File: src/rtl/mem_arbiter_pkg.sv
// rtl/mem_arbiter_pkg.sv - shared defaults, state encoding and index-width helper for mem_arbiter
package mem_arbiter_pkg;

    localparam int NUM_REQ_DEF = 4;
    localparam int DATA_W_DEF  = 32;
    localparam int ADDR_W_DEF  = 8;

    localparam logic [0:0] ST_ARB  = 1'b0;
    localparam logic [0:0] ST_HOLD = 1'b1;

    function automatic int idx_w(input int n);
        return (n > 1) ? $clog2(n) : 1;
    endfunction

endpackage

File: src/rtl/mem_arbiter_rr_pick.sv
// rtl/mem_arbiter_rr_pick.sv - combinational round-robin search starting just after last owner
module rr_pick
    import mem_arbiter_pkg::*;
#(
    parameter int N  = NUM_REQ_DEF,
    parameter int IW = idx_w(NUM_REQ_DEF)
) (
    input  logic [N-1:0]  req,
    input  logic [IW-1:0] last,
    output logic [N-1:0]  gnt,
    output logic [IW-1:0] idx,
    output logic          any
);

    logic [IW-1:0] cand;

    // Offsets 1..N visit every index once, ending on last itself.
    always_comb begin
        gnt  = '0;
        idx  = '0;
        any  = 1'b0;
        cand = '0;
        for (int k = 1; k <= N; k++) begin
            cand = IW'((int'(last) + k) % N);
            if (!any && req[cand]) begin
                any       = 1'b1;
                idx       = cand;
                gnt[cand] = 1'b1;
            end
        end
    end

endmodule

File: src/rtl/mem_arbiter.sv
// rtl/mem_arbiter.sv - round-robin RAM arbiter with lockable ownership and 1-cycle responses
module mem_arbiter
    import mem_arbiter_pkg::*;
#(
    parameter int NUM_REQ = NUM_REQ_DEF,
    parameter int DATA_W  = DATA_W_DEF,
    parameter int ADDR_W  = ADDR_W_DEF
) (
    input  logic                      clock,
    input  logic                      clear,
    input  logic [NUM_REQ-1:0]        req_valid,
    input  logic [NUM_REQ-1:0]        req_lock,
    input  logic [NUM_REQ-1:0]        req_wren,
    input  logic [NUM_REQ*ADDR_W-1:0] req_addr,
    input  logic [NUM_REQ*DATA_W-1:0] req_wdata,
    output logic [NUM_REQ-1:0]        req_gnt,
    output logic [NUM_REQ-1:0]        rsp_valid,
    output logic [DATA_W-1:0]         rsp_rdata,
    output logic [ADDR_W-1:0]         mem_addr,
    output logic [DATA_W-1:0]         mem_din,
    output logic                      mem_wren,
    input  logic [DATA_W-1:0]         mem_dout
);

    localparam int IW = idx_w(NUM_REQ);

    logic [0:0]         state;
    logic [IW-1:0]      last_owner;
    logic [NUM_REQ-1:0] pick_gnt;
    logic [IW-1:0]      pick_idx;
    logic               pick_any;
    logic [NUM_REQ-1:0] hold_mask;
    logic [NUM_REQ-1:0] gnt;
    logic [IW-1:0]      gnt_idx;
    logic               gnt_any;
    logic [NUM_REQ-1:0] rsp_pend;
    logic               rsp_wr;

    rr_pick #(.N(NUM_REQ), .IW(IW)) u_pick (
        .req  (req_valid),
        .last (last_owner),
        .gnt  (pick_gnt),
        .idx  (pick_idx),
        .any  (pick_any)
    );

    assign hold_mask = NUM_REQ'(1) << last_owner;

    // Grants are gated by clear so nothing leaks onto the RAM port during reset.
    always_comb begin
        gnt     = '0;
        gnt_idx = last_owner;
        gnt_any = 1'b0;
        if (clear) begin
            if (state == ST_HOLD) begin
                gnt     = req_valid & hold_mask;
                gnt_any = |(req_valid & hold_mask);
            end else begin
                gnt     = pick_gnt;
                gnt_idx = pick_idx;
                gnt_any = pick_any;
            end
        end
    end

    always_comb begin
        mem_addr = '0;
        mem_din  = '0;
        mem_wren = 1'b0;
        for (int i = 0; i < NUM_REQ; i++) begin
            if (gnt[i]) begin
                mem_addr = req_addr[i*ADDR_W +: ADDR_W];
                mem_din  = req_wdata[i*DATA_W +: DATA_W];
                mem_wren = req_wren[i];
            end
        end
    end

    always_ff @(posedge clock or negedge clear) begin
        if (!clear) begin
            state      <= ST_ARB;
            last_owner <= IW'(NUM_REQ - 1);
            rsp_pend   <= '0;
            rsp_wr     <= 1'b0;
        end else begin
            rsp_pend <= gnt;
            rsp_wr   <= mem_wren;
            if (gnt_any) begin
                last_owner <= gnt_idx;
                state      <= req_lock[gnt_idx] ? ST_HOLD : ST_ARB;
            end
        end
    end

    assign req_gnt   = gnt;
    assign rsp_valid = rsp_pend;
    assign rsp_rdata = (|rsp_pend && !rsp_wr) ? mem_dout : '0;

endmodule
File: config.mk
export PLATFORM = sky130hd
export DESIGN_NAME = mem_arbiter
export DESIGN_NICKNAME = d
export VERILOG_FILES = /design/src/rtl/mem_arbiter_pkg.sv /design/src/rtl/mem_arbiter_rr_pick.sv /design/src/rtl/mem_arbiter.sv
export SDC_FILE = /design/constraint.sdc
export NUM_CORES = 1
export LEC_CHECK = 0
export ABC_AREA = 1
export ABC_CLOCK_PERIOD_IN_PS = 6750
export BUFFER_PORTS_ARGS = -buffer_cell sky130_fd_sc_hd__buf_2
export CORE_AREA = 2 2 113 115
export CTS_BUF_LIST = sky130_fd_sc_hd__clkbuf_16
export DETAILED_ROUTE_END_ITERATION = 8
export DIE_AREA = 0 0 115 117
export GPL_TIMING_DRIVEN = 0
export HOLD_SLACK_MARGIN = 0.06
export PLACE_DENSITY = 0.6
export SETUP_SLACK_MARGIN = 0.3
export SYNTH_ARGS = -nofsm -noshare
export SYNTH_HDL_FRONTEND = slang
export SYNTH_HIERARCHICAL = 1
export SYNTH_SLANG_ARGS = --single-unit
File: constraint.sdc
create_clock -name clock -period 6.75 [get_ports clock]
set_clock_uncertainty 0.05 [all_clocks]
set_input_delay 1.0125 -clock clock [delete_from_list [all_inputs] [get_ports clock]]
set_output_delay 1.0125 -clock clock [all_outputs]
set_load 0.03 [all_outputs]
==> run summary <==
#FFs+latches synth - 8
Setup TNS Final - 0 ns
Worst Path Max Fanout - 15
Sink Count - 8
Yosys warnings - 6
crit-path cells - inv_1 > ha_1 > inv_2 > nand3_4 > nand2_4 > nor2_4 > buf_6 > nand4_1 > nand3_1 > nand2_1 > o21ai_1 > buf_2 > buf_2 > nand2_1 > nand2_1 > buf_2
Slowest-stage cell, CP - dfstp_2
Worst setup EP type - primary output
post-synthesis mux area share - 0%
Die Width - 115 µm
CTS tree - done
final worst path period need - 4.57 ns
RSZ-0062 raised after global routing - false
clock buffer depth - 2
gr usage total - 17.4%
Tcrit/Tclk final - 67.8%
initial antenna violation count - 0
crit path launch type - flip-flop
post-CTS setup buffer count - 0
fin nets - 1079
P&R area growth vs syn - 60.4%
Root Driver - clkbuf_16
syn avg cell area - 4.90 µm²
top cell type's share of synthesized area - 26.7%
final max-slew violation count - 0
vias - 4544
die area - 13500 µm²
vias in the first global route - 3980
Adder-Cell Fraction of Synth Area - 3.56%
Total Wirelength - 13.1 mm
share of cells above drive strength 1 - 39.7%
maximum vdd ir drop - 0.253 mV
Port Buf Inserts - 286
Crit path arrival time - 3.51 ns
Hold Crit Class - reg -> reg
CTS clk-pin slew, worst paths - 0.03 ns
Die Span Y - 117 µm
I/O pin count - 287
slowest cell delay on critical path - 0.69 ns
starting density of the core - 22.8%
Routed Antenna Nets - 0
number of remaining DRC errors - 0
Placed Cells - 1010
post-synthesis compound-gate area fraction - 18.6%
Post-Synth XOR/XNOR Area - 0%
Vias/cell - 4.48
fin cells - 1014
DRT iter0 DRCs - 283
simple-gate portion of the synthesized area - 51.4%
status - completed
antenna cells - 0
synthesized instance count - 574
fmax - 0.219 GHz
cts repair resizes - 0
Synth area leader - nand2_1
top post-synthesis cells by area - nand2_1, a21oi_1, nand3_1
largest family of logic cells by synthesized area - simple AND/OR/NAND/NOR gates
Num CTS Buffers - 3
largest net degree at the start of global routing - 16
Worst Path Class, Setup - reg -> out
First-pass DRT Iterations - 5
dpl hpwl - 10.9 mm
post-synth cell types - 27
core area - 12300 µm²
H-tree depth - 1
ratio of total power to cell area - 668 nW/µm²
synthesized cell area - 2810 µm²
Power Total - 3.01 mW
final setup fails - 0
slew margin rel. - 67.3%
Fin. Hold Viols - 0
P_leak - 3.07 nW
worst hold slack - 0.550 ns
Tightest Pin Transition - 0.486 ns
clock latency on the worst-skew pair - 0.23 ns
syn_nets - 788
Final Wtd Congestion - 0.853
sequential share of the synthesized area - 7.21%
global-route wire length before repair - 19.1 mm
hold buffer count at cts - 0
WP data required - 5.69 ns
Rows - 41
remaining global-route overflow - 0
routed length per instance - 12.9 µm
max_cap viols - 0
[where the power goes]
part | leakage (nW) | internal (mW) | switching [mW]
clock | 0.0423 | 0.0771 | 0.0236
sequential | 0.101 | 0.0766 | 0.0370
combinational | 2.93 | 0.807 | 1.99
total | 3.07 | 0.961 | 2.05
[flip-flops by register name (all words and copies together) (netlist names)]
signal      count
last_owner      2
rsp_valid       4
rsp_wr          1
state           1
[worst paths after layout]
kind	start	end	slack, ns	cells past startpoint
worst max-delay path	last_owner[1]	mem_wren	2.18	16
worst min-delay path	last_owner[0]	last_owner[0]	0.55	2
worst max register to register	last_owner[1]	rsp_wr	3.56	15
worst min register to register	last_owner[0]	last_owner[0]	0.55	2
max in group asynchronous	clear	last_owner[0]	5.79	1
min in group asynchronous	clear	rsp_valid[2]	0.59	1
[layer usage]
metal | share of wire (%) | global-route usage (%) | vias up
met2 | 49 | 32.0 | 198
met1 | 42 | 22.4 | 1969
met5 | 0 | 0 | -
met3 | 7.8 | 2.52 | 7
li1 | - | - | 2370
met4 | 0.60 | 1.93 | 0
[worst max-delay path, delay by kind of cell, from the launching register on]
family / cells / cell delay, ns
AO/OA/AOI/OAI: 1 / 0.14
AND/OR/NAND/NOR: 8 / 0.82
adder cells (fa/ha/maj): 1 / 0.43
flip-flops: 1 / 0.69
buffers and inverters: 6 / 1.20
[logic make-up (layout without fill, tap and decap cells)]
kind of cell,count (synthesis),in the layout
AOI/OAI and AO/OA,102,102
adders and majority gates,8,8
DFF,8,8
and+or+nand+nor,330,330
buffers and inverters,126,416
[cell usage after synthesis, drive strengths merged]
library cell,count
clkinv,1
o21ai,7
or2,1
inv,89
nand4,6
a21boi,4
dfrtp,6
buf,31
nand3,69
clkbuf,5
nor4,1
nand2,210
o21a,1
a21oi,90
nor2,40
dfstp,2
ha,8
nand3b,3
[stage by stage]
stage,util (%),instance area (µm²),setup WS [ns]
after detailed placement,36.0,4430,2.35
after floorplan,-,2810,2.97
after global routing,36.6,4510,1.87
final,36.6,4510,2.18
after global placement,36.0,4430,2.33
after CTS,36.6,4510,2.09
[placed cells by master (no fill, tap or decap), drive strengths merged, types with 2 or more instances in the layout]
cell	instances
inv	90
ha	8
nand2	210
nor2	40
dfrtp	6
o21ai	7
nand4	6
a21boi	4
clkbuf	8
nand3	69
buf	317
nand3b	3
dfstp	2
a21oi	90
[final cells by class]
class                           instances  area [µm²]
Multi-Input combinational cell        440        2070
Buffer                                 36         196
Inverter                               90         345
Fill cell                            1435        7800
Timing Repair Buffer                  286        1430
Tap cell                              150         188
Sequential cell                         8         203
Clock inverter                          1        3.75
Clock buffer                            3        75.1
No activity file was read; power rests on OpenSTA's default activity.
